$ cat config.mk
export PLATFORM = sky130hd
export DESIGN_NAME = sram_bus_ctrl_flat
export DESIGN_NICKNAME = d
export VERILOG_FILES = /design/src/rtl/sram_ctrl_pkg.sv /design/src/rtl/sram_bus_ctrl_if.sv /design/src/rtl/sram_wait_timer.sv /design/src/rtl/sram_bus_ctrl.sv /design/src/flat_wrapper.sv
export SDC_FILE = /design/constraint.sdc
export NUM_CORES = 1
export LEC_CHECK = 0
export ABC_CLOCK_PERIOD_IN_PS = 3200
export BUFFER_PORTS_ARGS = -buffer_cell sky130_fd_sc_hd__buf_2
export CORE_MARGIN = 1.5
export CORE_UTILIZATION = 55
export DETAILED_ROUTE_END_ITERATION = 7
export HOLD_SLACK_MARGIN = 0.08
export PLACE_DENSITY = 0.81
export SYNTH_ARGS = -nofsm -noshare
export SYNTH_HDL_FRONTEND = slang
export SYNTH_SLANG_ARGS = --single-unit
$ cat constraint.sdc
create_clock -name CLK -period 3.2 [get_ports CLK]
set_input_delay 0.32 -clock CLK [delete_from_list [all_inputs] [get_ports CLK]]
set_output_delay 0.32 -clock CLK [all_outputs]
set_load 0.02 [all_outputs]
$ cat src/rtl/sram_ctrl_pkg.sv
// Shared types and constants for the SRAM bus controller.
// SRAM_CTRL_RMW_EN adds the read-modify-write states for single-byte halfword writes.
package sram_ctrl_pkg;

  localparam int unsigned CNT_W        = 4;
  localparam int unsigned WAIT_CYC_DEF = 2;

  typedef enum logic [2:0] {
    ST_IDLE,
    ST_LO,
    ST_HI,
`ifdef SRAM_CTRL_RMW_EN
    ST_RMW_LO,
    ST_RMW_HI,
`endif
    ST_RESP
  } state_e;

  // First state needed once the low halfword is finished (or skipped).
  function automatic state_e hi_entry(logic wen, logic [3:0] strb);
    hi_entry = ST_RESP;
    if (!wen || (strb[3:2] != 2'b00)) hi_entry = ST_HI;
`ifdef SRAM_CTRL_RMW_EN
    if (wen && (strb[3] ^ strb[2])) hi_entry = ST_RMW_HI;
`endif
  endfunction

  function automatic state_e lo_entry(logic wen, logic [3:0] strb);
    lo_entry = hi_entry(wen, strb);
    if (!wen || (strb[1:0] != 2'b00)) lo_entry = ST_LO;
`ifdef SRAM_CTRL_RMW_EN
    if (wen && (strb[1] ^ strb[0])) lo_entry = ST_RMW_LO;
`endif
  endfunction

  function automatic logic [15:0] merge_half(logic [15:0] wdat, logic [1:0] strb,
                                             logic [15:0] rdat);
    merge_half = {strb[1] ? wdat[15:8] : rdat[15:8], strb[0] ? wdat[7:0] : rdat[7:0]};
  endfunction

endpackage

$ cat src/rtl/sram_bus_ctrl_if.sv
// Core request/response channel plus SRAM pin-driver signals of the bus controller.
interface sram_bus_ctrl_if #(
  parameter int unsigned AW = 22,
  parameter int unsigned DW = 16
);
  logic          req_valid;
  logic          req_ready;
  logic          req_wen;
  logic [AW:0]   req_addr;
  logic [31:0]   req_wdata;
  logic [3:0]    req_wstrb;
  logic          rsp_valid;
  logic          rsp_ready;
  logic [31:0]   rsp_rdata;
  logic [AW-1:0] mem_address;
  logic          mem_wren;
  logic          mem_rden;
  logic [DW-1:0] data_in;
  logic [DW-1:0] data_out;

  modport slave (
    input  req_valid, req_wen, req_addr, req_wdata, req_wstrb, rsp_ready, data_out,
    output req_ready, rsp_valid, rsp_rdata, mem_address, mem_wren, mem_rden, data_in
  );

  modport master (
    output req_valid, req_wen, req_addr, req_wdata, req_wstrb, rsp_ready, data_out,
    input  req_ready, rsp_valid, rsp_rdata, mem_address, mem_wren, mem_rden, data_in
  );
endinterface

$ cat src/rtl/sram_wait_timer.sv
// Per-access timer: WAIT_CYC strobe cycles then one turnaround cycle.
module sram_wait_timer
  import sram_ctrl_pkg::*;
#(
  parameter int unsigned WAIT_CYC = WAIT_CYC_DEF
) (
  input  logic CLK,
  input  logic RST,
  input  logic load,
  output logic last,
  output logic done
);

  localparam logic [CNT_W-1:0] RELOAD = CNT_W'(WAIT_CYC - 1);

  logic [CNT_W-1:0] cnt_q, cnt_d;
  logic             active_q, active_d;
  logic             turn_q, turn_d;

  always_comb begin
    cnt_d    = cnt_q;
    active_d = active_q;
    turn_d   = turn_q;
    if (load) begin
      cnt_d    = RELOAD;
      active_d = 1'b1;
      turn_d   = 1'b0;
    end else if (active_q) begin
      if (turn_q) begin
        active_d = 1'b0;
        turn_d   = 1'b0;
      end else if (cnt_q == '0) begin
        turn_d = 1'b1;
      end else begin
        cnt_d = cnt_q - 1'b1;
      end
    end
  end

  always_ff @(posedge CLK) begin
    if (RST) begin
      cnt_q    <= '0;
      active_q <= 1'b0;
      turn_q   <= 1'b0;
    end else begin
      cnt_q    <= cnt_d;
      active_q <= active_d;
      turn_q   <= turn_d;
    end
  end

  assign last = active_q && !turn_q && (cnt_q == '0);
  assign done = active_q && turn_q;

endmodule

$ cat src/rtl/sram_bus_ctrl.sv
// 32-bit request to two 16-bit SRAM accesses, all outputs registered.
// Define SRAM_CTRL_RMW_EN for read-modify-write of single-byte-strobed halfwords.
module sram_bus_ctrl
  import sram_ctrl_pkg::*;
#(
  parameter int unsigned AW       = 22,
  parameter int unsigned DW       = 16,
  parameter int unsigned WAIT_CYC = WAIT_CYC_DEF
) (
  input  logic           CLK,
  input  logic           RST,
  sram_bus_ctrl_if.slave bus
);

  state_e        state_q, state_d, nxt;
  logic          wen_q, wen_d;
  logic [3:0]    wstrb_q, wstrb_d;
  logic [31:0]   wdata_q, wdata_d;
  logic [AW-2:0] word_q, word_d;
  logic          req_ready_q, req_ready_d;
  logic          rsp_valid_q, rsp_valid_d;
  logic [31:0]   rsp_rdata_q, rsp_rdata_d;
  logic [AW-1:0] addr_q, addr_d;
  logic          wren_q, wren_d;
  logic          rden_q, rden_d;
  logic [15:0]   din_q, din_d;
  logic [15:0]   lo_wr, hi_wr;
  logic          enter, load, last, done;
  logic          unused_addr_bits;
`ifdef SRAM_CTRL_RMW_EN
  logic [15:0]   rmw_q, rmw_d;
`endif

  assign unused_addr_bits = ^bus.req_addr[1:0];

  sram_wait_timer #(.WAIT_CYC(WAIT_CYC)) u_timer (
    .CLK  (CLK),
    .RST  (RST),
    .load (load),
    .last (last),
    .done (done)
  );

`ifdef SRAM_CTRL_RMW_EN
  assign lo_wr = merge_half(wdata_d[15:0],  wstrb_d[1:0], rmw_q);
  assign hi_wr = merge_half(wdata_d[31:16], wstrb_d[3:2], rmw_q);
`else
  assign lo_wr = wdata_d[15:0];
  assign hi_wr = wdata_d[31:16];
`endif

  always_comb begin
    wen_d       = wen_q;
    wstrb_d     = wstrb_q;
    wdata_d     = wdata_q;
    word_d      = word_q;
    rsp_valid_d = rsp_valid_q;
    rsp_rdata_d = rsp_rdata_q;
    addr_d      = addr_q;
    wren_d      = wren_q;
    rden_d      = rden_q;
    din_d       = din_q;
`ifdef SRAM_CTRL_RMW_EN
    rmw_d       = rmw_q;
`endif
    nxt         = state_q;
    enter       = 1'b0;
    load        = 1'b0;

    case (state_q)
      ST_IDLE: begin
        if (bus.req_valid && req_ready_q) begin
          wen_d       = bus.req_wen;
          wstrb_d     = bus.req_wstrb;
          wdata_d     = bus.req_wdata;
          word_d      = bus.req_addr[AW:2];
          rsp_rdata_d = '0;
          nxt         = lo_entry(bus.req_wen, bus.req_wstrb);
          enter       = 1'b1;
        end
      end
      ST_RESP: begin
        if (bus.rsp_ready) begin
          rsp_valid_d = 1'b0;
          nxt         = ST_IDLE;
        end
      end
      default: begin
        if (last) begin
          rden_d = 1'b0;
          wren_d = 1'b0;
          if (state_q == ST_LO && !wen_q) rsp_rdata_d[15:0]  = bus.data_out;
          if (state_q == ST_HI && !wen_q) rsp_rdata_d[31:16] = bus.data_out;
`ifdef SRAM_CTRL_RMW_EN
          if (state_q == ST_RMW_LO || state_q == ST_RMW_HI) rmw_d = bus.data_out;
`endif
        end
        if (done) begin
          enter = 1'b1;
          case (state_q)
            ST_LO:     nxt = hi_entry(wen_q, wstrb_q);
`ifdef SRAM_CTRL_RMW_EN
            ST_RMW_LO: nxt = ST_LO;
            ST_RMW_HI: nxt = ST_HI;
`endif
            default:   nxt = ST_RESP;
          endcase
        end
      end
    endcase

    // Strobes, address and data for the next access are registered on the entry edge.
    if (enter) begin
      case (nxt)
        ST_LO: begin
          addr_d = {word_d, 1'b0};
          rden_d = !wen_d;
          wren_d = wen_d;
          din_d  = wen_d ? lo_wr : '0;
          load   = 1'b1;
        end
        ST_HI: begin
          addr_d = {word_d, 1'b1};
          rden_d = !wen_d;
          wren_d = wen_d;
          din_d  = wen_d ? hi_wr : '0;
          load   = 1'b1;
        end
`ifdef SRAM_CTRL_RMW_EN
        ST_RMW_LO: begin
          addr_d = {word_d, 1'b0};
          rden_d = 1'b1;
          din_d  = '0;
          load   = 1'b1;
        end
        ST_RMW_HI: begin
          addr_d = {word_d, 1'b1};
          rden_d = 1'b1;
          din_d  = '0;
          load   = 1'b1;
        end
`endif
        ST_RESP: rsp_valid_d = 1'b1;
        default: ;
      endcase
    end

    state_d     = nxt;
    req_ready_d = (state_d == ST_IDLE);
  end

  always_ff @(posedge CLK) begin
    if (RST) begin
      state_q     <= ST_IDLE;
      wen_q       <= 1'b0;
      wstrb_q     <= '0;
      wdata_q     <= '0;
      word_q      <= '0;
      req_ready_q <= 1'b0;
      rsp_valid_q <= 1'b0;
      rsp_rdata_q <= '0;
      addr_q      <= '0;
      wren_q      <= 1'b0;
      rden_q      <= 1'b0;
      din_q       <= '0;
`ifdef SRAM_CTRL_RMW_EN
      rmw_q       <= '0;
`endif
    end else begin
      state_q     <= state_d;
      wen_q       <= wen_d;
      wstrb_q     <= wstrb_d;
      wdata_q     <= wdata_d;
      word_q      <= word_d;
      req_ready_q <= req_ready_d;
      rsp_valid_q <= rsp_valid_d;
      rsp_rdata_q <= rsp_rdata_d;
      addr_q      <= addr_d;
      wren_q      <= wren_d;
      rden_q      <= rden_d;
      din_q       <= din_d;
`ifdef SRAM_CTRL_RMW_EN
      rmw_q       <= rmw_d;
`endif
    end
  end

  assign bus.req_ready   = req_ready_q;
  assign bus.rsp_valid   = rsp_valid_q;
  assign bus.rsp_rdata   = rsp_rdata_q;
  assign bus.mem_address = addr_q;
  assign bus.mem_wren    = wren_q;
  assign bus.mem_rden    = rden_q;
  assign bus.data_in     = din_q;

endmodule

$ cat src/flat_wrapper.sv
// flat-port wrapper written by rule: the top's interface ports become plain ports
module sram_bus_ctrl_flat import sram_ctrl_pkg::*;
#(
  parameter int unsigned AW       = 22,
  parameter int unsigned DW       = 16,
  parameter int unsigned WAIT_CYC = WAIT_CYC_DEF
)
  (CLK, RST, bus_req_valid, bus_req_wen, bus_req_addr, bus_req_wdata, bus_req_wstrb, bus_rsp_ready, bus_data_out, bus_req_ready, bus_rsp_valid, bus_rsp_rdata, bus_mem_address, bus_mem_wren, bus_mem_rden, bus_data_in);
  sram_bus_ctrl_if #(.AW(AW), .DW(DW)) bus_i ();
  input  logic CLK;
  input  logic RST;
  input wire logic [$bits(bus_i.req_valid)-1:0] bus_req_valid;
  input wire logic [$bits(bus_i.req_wen)-1:0] bus_req_wen;
  input wire logic [$bits(bus_i.req_addr)-1:0] bus_req_addr;
  input wire logic [$bits(bus_i.req_wdata)-1:0] bus_req_wdata;
  input wire logic [$bits(bus_i.req_wstrb)-1:0] bus_req_wstrb;
  input wire logic [$bits(bus_i.rsp_ready)-1:0] bus_rsp_ready;
  input wire logic [$bits(bus_i.data_out)-1:0] bus_data_out;
  output wire logic [$bits(bus_i.req_ready)-1:0] bus_req_ready;
  output wire logic [$bits(bus_i.rsp_valid)-1:0] bus_rsp_valid;
  output wire logic [$bits(bus_i.rsp_rdata)-1:0] bus_rsp_rdata;
  output wire logic [$bits(bus_i.mem_address)-1:0] bus_mem_address;
  output wire logic [$bits(bus_i.mem_wren)-1:0] bus_mem_wren;
  output wire logic [$bits(bus_i.mem_rden)-1:0] bus_mem_rden;
  output wire logic [$bits(bus_i.data_in)-1:0] bus_data_in;
  assign bus_i.req_valid = bus_req_valid;
  assign bus_i.req_wen = bus_req_wen;
  assign bus_i.req_addr = bus_req_addr;
  assign bus_i.req_wdata = bus_req_wdata;
  assign bus_i.req_wstrb = bus_req_wstrb;
  assign bus_i.rsp_ready = bus_rsp_ready;
  assign bus_i.data_out = bus_data_out;
  assign bus_req_ready = bus_i.req_ready;
  assign bus_rsp_valid = bus_i.rsp_valid;
  assign bus_rsp_rdata = bus_i.rsp_rdata;
  assign bus_mem_address = bus_i.mem_address;
  assign bus_mem_wren = bus_i.mem_wren;
  assign bus_mem_rden = bus_i.mem_rden;
  assign bus_data_in = bus_i.data_in;
  sram_bus_ctrl #(.AW(AW), .DW(DW), .WAIT_CYC(WAIT_CYC)) u_core (.CLK(CLK), .RST(RST), .bus(bus_i));
endmodule
==> results.toml <==
[pwr]
peakVddDrop_mv = 0.435
p_sw_share_pct = 27.2
p_seq_share_pct = 41.6
power.leakage_nw = 3.31
p_total_mw = 4.57
p_sw_mw = 1.24
internal_power_mw = 3.33
clkPwrFrac_pct = 42.8
power.density_mw_per_mm2 = 632
power_frac_comb_pct = 15.6

[route]
routed_via_density = 5.37
drtIter0Drc = 226
drc = 0
vias = 4740
antenna_left = 0
drt_pass1_iterations = 4
wirelength_um = 13800
avgRoutedWirePerCell_um = 15.6

[yosys]
yosysMostFrequentCell = "dfxtp_1"
synthArstFlopShare_pct = 0
synth_cell_type_count = 45
synth_area_per_cell_um2 = 9.74
ys_warn_count = 0
synth_cells = 536
synth-seq-area-share_pct = 53.3
synth_seq_cells = 139
synth_edf_count = 0
yosysTopAreaCell = "dfxtp_1"
ys.flop_type = "dfxtp_1"
synthTopCellsByCount = "139 x dfxtp_1, 83 x nand2_1, 63 x a21oi_1, 50 x mux2i_1, 45 x nor2_1"
synth.area.top_cells = "dfxtp_1 53%, mux2i_1 9.6%, a21oi_1 6.0%, nand2_1 6.0%, o22a_1 3.5%"
syn_nets = 617
syn_area_mm2 = 0.00522
synth_top_area_share_pct = 53.3

[timing]
rsz0062_at_grt = "false"
slew_headroom_pct = 47.3
min_period_ps = 2670
whs_ps = 90.0
tns_ps = 0
setup_violations = 0
hold_violations = 0
max_clock_freq_mhz = 375
skew_ps = 6.88
worstMarginPinSlew_ps = 791
period_share_pct = 83.4
finalMaxSlewViolations = 0

[placement]
gp_congestion = 0.827
dpl_cell_area_mm2 = 0.00598
portBuffers = 151
dp.cells = 784
hpwl_um = 7830

[clocking]
cts.sinks = 139
cts_tree = "built"
cts_setup_buffers = 0
cts_inserted_buffers = 17
htreeDepth = 4
path_clk_slew_ps = 70
clock_latency_ps = 520
clockRootBuffer = "clkbuf_8"
cts-resized-gates = 0
cts_hold_buf = 66
cts_buffer_depth = 2

[setup_path]
start_kind = "flop"
endpoint_kind = "flop"
crit_slowest_cell = "a2111o_1"
cpPeakStageDelay_ps = 660
crit_end = "u_core.bus.rsp_rdata[26]"
worstPathCellList = "or3_4 -> nor2_8 -> a21oi_2 -> a2111o_1 -> nand2_1 -> a21oi_1"
arrival_ps = 3030
r2r_slack_ps = 530
r2r_cells = 6
worstPathRequired_ps = 3570
reg2reg_to = "u_core.bus.rsp_rdata[26]"
crit_fanout = 34
path_class = "flop to flop"
worstReg2RegStart = "u_core.state_q[1]"
crit_start = "u_core.state_q[1]"

[cells_and_area]
final-seq-area_mm2 = 0.00278
final_cells = 882
drive_above_1_share_pct = 26.6
fin_area_mm2 = 0.00723
antenna_cells = 0
multi_input_area_mm2 = 0.00222
nets = 821
n_fill_cell = 596
syn_to_final_growth_pct = 38.4

[floorplan]
die_w_um = 100
die_h_um = 100
start_util_pct = 56.5
coreArea_mm2 = 0.00924
rows = 35
die_area_mm2 = 0.0101
pin_count = 154

[outcome]
outcome = "finished clean"

[grt]
grt_util_all_layers_pct = 28.0
grt_max_degree = 71
grt_overflow = 0
grt_pass1_vias = 4770
grt_pass1_wl_um = 22000
antenna_found_initial = 0

[hold_path]
min_from = "bus_req_wdata[19]"
min_path_type = "input pin to flop"

[run]
cap_viol_max_count = 0
==> routing by layer <==
layer  GRT usage (%)  vias to the layer above  part of all wire (%)
li1                -                     2289                     -
met1            31.2                     2248                    40
met2            49.9                      168                    52
met3            5.57                       35                   4.9
met4            15.6                        0                   3.1
met5               0                        -                     0
==> sequential cells by signal, indices dropped and copies added (netlist names), 2 cells and up <==
register / cells
u_core.bus.rsp_rdata: 32
u_core.bus.data_in: 16
u_core.word_q: 21
u_core.state_q: 3
u_core.bus.mem_address: 22
u_core.wdata_q: 32
u_core.wstrb_q: 2
u_core.u_timer.cnt_q: 4
==> per-stage QoR <==
step	utilization, %	setup slack (ps)
finish	78.2	532
global route	78.2	308
CTS	78.2	530
detailed placement	64.7	562
global placement	64.7	592
floorplan	-	1090
==> logic make-up (layout without fill, tap and decap cells) <==
group	after synthesis	after routing	share of synthesized area, %
buf+inv	41	258	4.36
flops	139	139	53.3
fa+ha+maj	1	1	0.240
mux	50	50	9.59
simple gates	183	183	16.1
compound gates	119	119	15.9
xor+xnor	3	3	0.503
==> placed cells by master, fill, tap and decap left out, drive strengths merged, types with 4 or more instances in the layout <==
master         n
a21oi         65
a22o          16
buf          158
clkbuf        19
clkinvlp       5
dfxtp        139
dlygate4sd3   66
inv            4
mux2i         50
nand2         83
nand3         34
nor2          47
nor3           5
o21ai          5
o22a          21
==> critical path, delay by kind of cell (launching register included) <==
family	cells	cell delay, ps
and+or+nand+nor	3	1190
AOI/OAI and AO/OA	3	840
DFF	1	490
==> cell type report <==
cell class | instances | share of cell area [%]
sequential | 139 | 38.5
multi-input combinational | 356 | 30.7
timing repair buffer | 224 | 20.4
clock buffer | 19 | 5.83
clock inverter | 13 | 2.32
tap | 129 | 2.23
inverter | 2 | 0.104
==> power groups by stage <==
stage / sequential (mW) / clock, mW / combinational [mW]
after floorplan: 1.99 / 0 / 0.414
after global placement: 1.93 / 0 / 0.619
after detailed placement: 1.94 / 0 / 0.635
after CTS: 1.90 / 1.96 / 0.700
after global routing: 1.91 / 2.05 / 0.770
final: 1.90 / 1.96 / 0.711
==> how the worst min path moves through the flow <==
stage                                to  slack (ps)  cells past startpoint
6_report             u_core.wdata_q[19]          90                      3
3_5_place_dp   u_core.bus.rsp_rdata[14]         440                      2
2_1_floorplan         u_core.wstrb_q[2]         440                      2
5_1_grt              u_core.wdata_q[19]         100                      3
4_1_cts              u_core.wdata_q[20]          80                      3
3_3_place_gp    u_core.bus.rsp_rdata[4]         440                      2
(Power assumes the default switching activity.)
